**config.mk**
```make
export PLATFORM = sky130hd
export DESIGN_NAME = seq_detector_param
export DESIGN_NICKNAME = d
export VERILOG_FILES = /design/src/rtl/seq_det_pkg.sv /design/src/rtl/seq_det_sat_cnt.sv /design/src/rtl/seq_detector_param.sv
export SDC_FILE = /design/constraint.sdc
export NUM_CORES = 1
export LEC_CHECK = 0
export CAP_MARGIN = 40
export CORE_ASPECT_RATIO = 1.4
export CORE_MARGIN = 3
export CORE_UTILIZATION = 54
export CTS_BUF_LIST = sky130_fd_sc_hd__clkbuf_4 sky130_fd_sc_hd__clkbuf_8
export CTS_CLUSTER_SIZE = 25
export DETAILED_ROUTE_END_ITERATION = 10
export GPL_ROUTABILITY_DRIVEN = 0
export PLACE_DENSITY = 0.95
export SYNTH_ARGS = -nofsm -noshare
export SYNTH_HDL_FRONTEND = slang
export SYNTH_SLANG_ARGS = --single-unit
```
**constraint.sdc**
```tcl
create_clock -name clk -period 4.55 [get_ports clk]
set_input_delay 0.6825 -clock clk [delete_from_list [all_inputs] [get_ports clk]]
set_output_delay 0.6825 -clock clk [all_outputs]
set_load 0.005 [all_outputs]
```
**src/rtl/seq_det_pkg.sv**
```systemverilog
// Shared constants, fill-width helper and mode enum for the serial pattern detector.
package seq_det_pkg;

  localparam int          DEF_PAT_W   = 5;
  localparam int          DEF_CNT_W   = 8;
  localparam logic [4:0]  DEF_RST_PAT = 5'b10010;

  typedef enum logic {
    MODE_NONOVL = 1'b0,
    MODE_OVL    = 1'b1
  } mode_e;

  // ceil(log2(n)); used to size the fill counter so it can hold 0..PAT_W
  function automatic int clog2(input int n);
    int r;
    r = 0;
    while ((1 << r) < n) r++;
    return r;
  endfunction

endpackage

```
**src/rtl/seq_det_sat_cnt.sv**
```systemverilog
// Saturating up-counter; clr wins first, then inc is applied to the cleared value.
module seq_det_sat_cnt #(
  parameter int W = 8
) (
  input  logic         clk,
  input  logic         rst,
  input  logic         clr,
  input  logic         inc,
  output logic [W-1:0] cnt
);

  logic [W-1:0] base;
  logic [W-1:0] nxt;

  always_comb begin
    base = clr ? '0 : cnt;
    nxt  = (inc && (base != '1)) ? base + W'(1) : base;
  end

  always_ff @(posedge clk) begin
    if (rst) cnt <= '0;
    else     cnt <= nxt;
  end

endmodule

```
**src/rtl/seq_detector_param.sv**
```systemverilog
// Parametrised serial pattern detector with loadable pattern, fill tracking and overlap control.
// Optional SEQ_DET_MASK_EN adds a per-bit don't-care mask loaded alongside the pattern.
module seq_detector_param
  import seq_det_pkg::*;
#(
  parameter int               PAT_W   = DEF_PAT_W,
  parameter int               CNT_W   = DEF_CNT_W,
  parameter logic [PAT_W-1:0] RST_PAT = PAT_W'(DEF_RST_PAT)
) (
  input  logic             clk,
  input  logic             rst,
  input  logic             x_valid,
  input  logic             x,
  input  logic             pat_load,
  input  logic [PAT_W-1:0] pat_in,
`ifdef SEQ_DET_MASK_EN
  input  logic [PAT_W-1:0] pat_mask_in,
  output logic [PAT_W-1:0] pat_mask_q,
`endif
  input  logic             overlap_en,
  input  logic             cnt_clr,
  output logic             z,
  output logic [CNT_W-1:0] match_cnt,
  output logic [PAT_W-1:0] pat_q
);

  localparam int FW = clog2(PAT_W + 1);
  localparam logic [FW-1:0] FULL = FW'(PAT_W);

  logic [PAT_W-1:0] sh;
  logic [FW-1:0]    fill;
  logic [PAT_W-1:0] next_sh;
  logic [FW-1:0]    next_fill;
  logic             match;
  logic             hit;
  mode_e            mode;

  assign mode = mode_e'(overlap_en);

  // compare against the post-shift window so z lines up with the last pattern bit
  always_comb begin
    next_sh   = {sh[PAT_W-2:0], x};
    next_fill = (fill == FULL) ? fill : fill + FW'(1);
`ifdef SEQ_DET_MASK_EN
    match     = ((next_sh ^ pat_q) & pat_mask_q) == '0;
`else
    match     = (next_sh == pat_q);
`endif
    hit       = x_valid & ~pat_load & match & (next_fill == FULL);
  end

  always_ff @(posedge clk) begin
    if (rst) begin
      sh         <= '0;
      fill       <= '0;
      pat_q      <= RST_PAT;
      z          <= 1'b0;
`ifdef SEQ_DET_MASK_EN
      pat_mask_q <= '1;
`endif
    end else if (pat_load) begin
      sh         <= '0;
      fill       <= '0;
      pat_q      <= pat_in;
      z          <= 1'b0;
`ifdef SEQ_DET_MASK_EN
      pat_mask_q <= pat_mask_in;
`endif
    end else begin
      z <= hit;
      if (x_valid) begin
        sh   <= next_sh;
        // non-overlap restarts the window count; sh keeps shifting regardless
        fill <= (hit && mode == MODE_NONOVL) ? '0 : next_fill;
      end
    end
  end

  seq_det_sat_cnt #(.W(CNT_W)) u_cnt (
    .clk (clk),
    .rst (rst),
    .clr (cnt_clr),
    .inc (hit),
    .cnt (match_cnt)
  );

endmodule

```
# Word-level counts from Yosys, hierarchy flattened
# Cells that the tools add are included.
classes:
  n_eq_ne: 4
  n_reduce_logical: 3
  addsub: 2
  bitwise_logic: 5
  muxes: 4
op_table:
  columns: ["operator", "count"]
  rows:
  - ["two-way mux 8 bit", 2]
  - ["adder 8 x 1 -> 8 bit, second input constant", 1]
  - ["!= test 8 bit, second input constant", 1]
  - ["equality test 3 bit, second input constant", 2]
  - ["two-way mux 3 bit", 2]
  - ["equality test 5 bit", 1]
  - ["adder 3 x 1 -> 3 bit, second input constant", 1]
  - ["bitwise AND 1 bit", 3]
  - ["logical AND 1 bit", 2]
  - ["NOT 1 bit", 2]
  - ["OR reduction 2 bit", 1]
totals:
  elab_cells: 23
  ff_bits: 21

# Logic depth before layout (Yosys ltp)
logic_depth:
  word_depth: 6
  depth_mapped: 8
  ltp_nobuf: 7

# Hierarchy
# A second synthesis with hierarchy kept.
unflattened:
  cells_unflattened: 110
  hier_area_um2: 1037.2
modules_own_cells:
  columns: ["mod", "n_inst", "cells_per_inst", "area_per_inst_um2", "seq_area_each_um2"]
  rows:
  - ["seq_detector_param", 1, 69, 668.1, 260.2]
  - ["seq_det_sat_cnt", 1, 41, 369.1, 160.2]

# Worst setup path after synthesis
# OpenSTA, ideal clock, no wires.
synth_timing:
  path_kind: "input to register"
  startpoint: "input pat_load"
  endpoint: "register u_cnt.cnt[7]"
  setup_time_ns: 0.070
  stages: 7
  n_path_buf: 2
  setup_slack_ns: 2.286
  arrival_ns: 2.195
  cell_sequence: "buf_6 and4bb_1 nand4_2 or3_1 buf_2 or4_1 a21oi_1"
synth_between:
  elab_chain_len: 6
synth_rtl:
  columns: ["element", "line_no", "text"]
  rows:
  - ["from (decl)", "seq_detector_param.sv:14", "input logic pat_load,"]
  - ["NOT 1 bit", "seq_detector_param.sv:49", "hit = x_valid & ~pat_load & match & (next_fill == FULL);"]
  - ["bitwise AND 1 bit (3 in series)", "seq_detector_param.sv:49", null]
  - ["logical AND 1 bit", "seq_det_sat_cnt.sv:17", "nxt = (inc && (base != '1)) ? base + W'(1) : base;"]
  - ["two-way mux 8 bit", "seq_det_sat_cnt.sv:17", null]
  - ["to (signal assigned)", "seq_det_sat_cnt.sv:22", "else cnt <= nxt;"]
  - ["to (decl)", "seq_det_sat_cnt.sv:9", "output logic [W-1:0] cnt"]
# No other way between the ends.
# A chain may end at the register's enable or synchronous reset.

# Final worst setup path
layout_timing:
  startpoint: "input cnt_clr"
  endpoint: "register u_cnt.cnt[7]"
layout_between:
  elab_chain_len: 4
  elab_cells_between_ends: 5
  cone_classes: "add/sub (1); eq/ne (1); mux (2); reduce/logical (1)"
layout_rtl:
  columns: ["element", "line_no", "text"]
  rows:
  - ["from (decl)", "seq_detector_param.sv:21", "input logic cnt_clr,"]
  - ["two-way mux 8 bit *", "seq_det_sat_cnt.sv:16", "base = clr ? '0 : cnt;"]
  - ["branches (longest 2 deep; another with adder 8 x 1 -> 8 bit)", null, null]
  - ["two-way mux 8 bit *", "seq_det_sat_cnt.sv:17", null]
# Every way passes the cells marked *.

==> metrics.md <==
| Metric | Value |
|---|---|
| Run status | finished clean |
| Worst min path class | reg2reg |
| Crit path max-delay family | simple AND/OR/NAND/NOR gates |
| Combinational cell fraction of total power | 12.2% |
| Post-Synthesis Mean Instance Area | 9.50 um^2 |
| Endpoint kind of the worst setup timing path | register |
| Number of max-slew violations in the final report | 0 |
| Starting utilization of the core area | 58.0% |
| Number of global-route vias before repair | 827 |
| CTS max path bufs | 2 |
| TritonCTS Sinks | 21 |
| Average routed wire per standard cell | 13.7 um |
| DIE HEIGHT | 58.0 um |
| Cells traversed along the worst timing path | clkdlybuf4s50_1, nor2b_1, ha_1, nand2_1, nor3_2, or3_1, or4_1, a21oi_1 |
| Standby leakage power | 0.496 nW |
| Fraction of final layout cells with drive strength greater than 1 | 11.2% |
| Final routed wirelength across all metal layers | 2.12 mm |
| Setup Buffers After CTS | 0 |
| FF-to-FF End | u_cnt.cnt[7] |
| Final Cycle Share | 59.5% |
| Most frequent standard cell in the layout excluding fill and tap cells | sky130_fd_sc_hd__clkdlybuf4s50_1 |
| Cell count of the worst reg-to-reg path | 7 |
| Fill cells | 136 |
| Hold_ws | 0.542 ns |
| Fin crit period | 2.71 ns |
| Largest cells by area after synthesis | sky130_fd_sc_hd__dfxtp_1, sky130_fd_sc_hd__mux2i_1, sky130_fd_sc_hd__nor2_1 |
| Number of detailed-route iterations in the first pass | 4 |
| Maximum vdd ir drop | 0.216 mV |
| Synth Instances | 110 |
| Maximum level of the CTS H-tree | 1 |
| Worst-skew pair later-pin latency | 0.31 ns |
| Detailed-route vias per instance | 5.75 |
| DRC violation count after routing | 0 |
| Initial drt markers | 17 |
| Hold_buf cts | 0 |
| Hold Path Sink | u_cnt.cnt[7] |
| Max capacitance violation total | 0 |
| Standard cell with the maximum stage delay on the critical path | sky130_fd_sc_hd__clkdlybuf4s50_1 |
| Multi-input combinational cell area | 578 um^2 |
| Core outline area | 0.00180 mm^2 |
| Number of storage elements in the synthesis netlist | 21 |
| Synth Net Count | 125 |
| Initial antenna violation count | 0 |
| ANT nets after route | 0 |
| Number of setup violations in the final report | 0 |
| Number of gates given a new drive strength after cts | 0 |
| Ant. Diodes | 0 |
| Number of nets in the final layout | 150 |
| Num rows | 18 |
| Distinct cells, synth | 34 |
| Final total power | 0.325 mW |
| DIE WIDTH | 43.2 um |
| First-pass GRT wire length | 3.46 mm |
| Startpoint types | primary input |
| R2r startpoint | u_cnt.cnt[0] |
| FF+latch area | 420 um^2 |
| Sequential-to-total area share from yosys stat | 40.2% |
| Clock skew after layout | 0.00342 ns |
| Fraction of post-synthesis cell area in the top cell type by area | 40.2% |
| Total gr overflow | 0 |
| Number of placed I/O pins | 26 |
| Largest net degree at the start of global routing | 13 |
| Count of buffers inserted at the top-level ports | 25 |
| Yosys Warn Count | 0 |
| Clock tree from TritonCTS | done |
| Total net switching power | 0.0803 mW |
| Worst reg-to-reg setup slack | 2.39 ns |
| Post-CTS clock slew at the launch and capture registers of the worst setup and hold paths | 0.12 ns |
| Crit path buffers/inverters | 1 |
| Pwr/cell area | 247 mW/mm^2 |
| Transition time at the pin with the least slew margin | 0.417 ns |
| Maximum fanout along the worst path | 8 |
| Worst rel slew slack | 71.9% |
| Clock network fraction of design power | 28.7% |
| GRT Overall Usage | 17.8% |
| Full die area | 0.00251 mm^2 |
| Endpoint arrival time on the critical path | 2.96 ns |
| Internal | 0.244 mW |
| Hold Startpoint | u_cnt.cnt[7] |
| Final hold viol count | 0 |
| Sw Share | 24.7% |
| Library cell with the largest summed area after synthesis | sky130_fd_sc_hd__dfxtp_1 |
| Relative area change from synthesis to final layout | 25.6% |
| Setup TNS Final | 0 ns |
| Top achievable clock speed | 369 MHz |
| Most frequent cells in the layout | sky130_fd_sc_hd__clkdlybuf4s50_1, sky130_fd_sc_hd__dfxtp_1, sky130_fd_sc_hd__nor2_1, sky130_fd_sc_hd__mux2i_1, sky130_fd_sc_hd__xnor2_1 |
| Via count | 885 |
| Delay of the slowest cell on the worst path | 0.59 ns |
| Cell area after synthesis | 0.00104 mm^2 |
| Min-Delay Path Depth | 2 |
| WS Path Type | in2reg |
| Unrepaired setup endpoints after global routing | no |
| Sequential fraction of design power | 59.1% |
| Root Driver | sky130_fd_sc_hd__clkbuf_4 |
| CTS Buf Count | 3 |
| Data required, critical path | 4.80 ns |
==> cell usage after synthesis <==
master / count
sky130_fd_sc_hd__a211o_2: 2
sky130_fd_sc_hd__xnor2_1: 6
sky130_fd_sc_hd__buf_2: 1
sky130_fd_sc_hd__and2b_2: 2
sky130_fd_sc_hd__a211oi_1: 1
sky130_fd_sc_hd__clkbuf_1: 2
sky130_fd_sc_hd__and4b_1: 2
sky130_fd_sc_hd__a21oi_1: 5
sky130_fd_sc_hd__dfxtp_1: 21
sky130_fd_sc_hd__nand2_1: 4
sky130_fd_sc_hd__o31ai_1: 1
sky130_fd_sc_hd__nor3_2: 1
sky130_fd_sc_hd__nor2b_1: 5
sky130_fd_sc_hd__or2_2: 2
sky130_fd_sc_hd__xor2_1: 1
sky130_fd_sc_hd__nand4_2: 1
sky130_fd_sc_hd__nor3_1: 3
sky130_fd_sc_hd__inv_1: 3
sky130_fd_sc_hd__ha_1: 3
sky130_fd_sc_hd__mux2i_1: 8
sky130_fd_sc_hd__a31o_2: 1
sky130_fd_sc_hd__or4_1: 1
sky130_fd_sc_hd__nor4_1: 1
sky130_fd_sc_hd__a21boi_0: 1
sky130_fd_sc_hd__or3_1: 3
sky130_fd_sc_hd__nor2_1: 15
sky130_fd_sc_hd__nand4_1: 2
sky130_fd_sc_hd__and4bb_1: 1
sky130_fd_sc_hd__nand4b_1: 1
sky130_fd_sc_hd__buf_6: 2
sky130_fd_sc_hd__xnor2_2: 2
sky130_fd_sc_hd__nor4b_1: 1
sky130_fd_sc_hd__o21ai_0: 2
sky130_fd_sc_hd__nand3_1: 3
==> worst max-delay path by stage <==
stage / end / slack (ns) / startpoint / cells after the start
final: u_cnt.cnt[7] / 1.84 / cnt_clr / 8
after global routing: u_cnt.cnt[7] / 1.75 / cnt_clr / 8
after CTS: u_cnt.cnt[7] / 1.85 / cnt_clr / 8
after detailed placement: u_cnt.cnt[7] / 1.54 / cnt_clr / 8
after global placement: u_cnt.cnt[7] / 1.66 / cnt_clr / 8
after floorplan: u_cnt.cnt[7] / 2.29 / pat_load / 7
==> per-stage QoR <==
stage               setup slack [ns]  util [%]  area [um^2]  cells
floorplan                       2.29         -         1040    110
CTS                             1.85      72.8         1310    154
detailed placement              1.54      71.3         1280    150
global route                    1.75      72.8         1310    154
global placement                1.66      71.3         1280    150
finish                          1.84      72.8         1310    154
==> power by group through the flow <==
| stage | Clock [mW] | Sequential (mW) | Combinational [mW] |
|---|---|---|---|
| after floorplan | 0 | 0.196 | 0.0219 |
| after global placement | 0 | 0.196 | 0.0381 |
| after detailed placement | 0 | 0.196 | 0.0395 |
| after CTS | 0.0919 | 0.192 | 0.0397 |
| after global routing | 0.0996 | 0.193 | 0.0433 |
| final | 0.0933 | 0.192 | 0.0395 |
==> flip-flops by register name (all words and copies together), names as in the netlist <==
signal / flops
fill: 3
u_cnt.cnt: 8
pat_q: 5
z: 1
sh: 4
==> layout make-up <==
class                   count  share of cell area, %
clock inverters             1                  0.381
flip-flops and latches     21                   32.0
multi-input cells          81                   44.0
clock buffers               3                   1.72
well taps                  20                   1.91
repair buffers             25                   19.1
inverters                   3                  0.858
==> worst min-delay path, stage by stage (launching register included) <==
cell	delay, ns
sky130_fd_sc_hd__dfxtp_1	0.37
sky130_fd_sc_hd__o31ai_1	0.08
sky130_fd_sc_hd__a21oi_1	0.06
==> per-layer routing <==
layer | track usage, % | wire (um) | part of all wire (%) | vias to the layer above
li1 | - | - | - | 434
met1 | 20.3 | 883 | 42 | 415
met2 | 30.4 | 1080 | 51 | 27
met3 | 3.42 | 98 | 4.6 | 9
met4 | 9.48 | 58 | 2.7 | 0
met5 | 0 | 0 | 0 | -
==> cell families after synthesis <==
group / synth area share (%)
simple gates: 26.8
flops: 40.2
compound gates: 8.26
xor+xnor: 8.98
buf+inv: 4.43
mux: 7.66
fa+ha+maj: 3.59
Power figures use the tool's default switching activity.
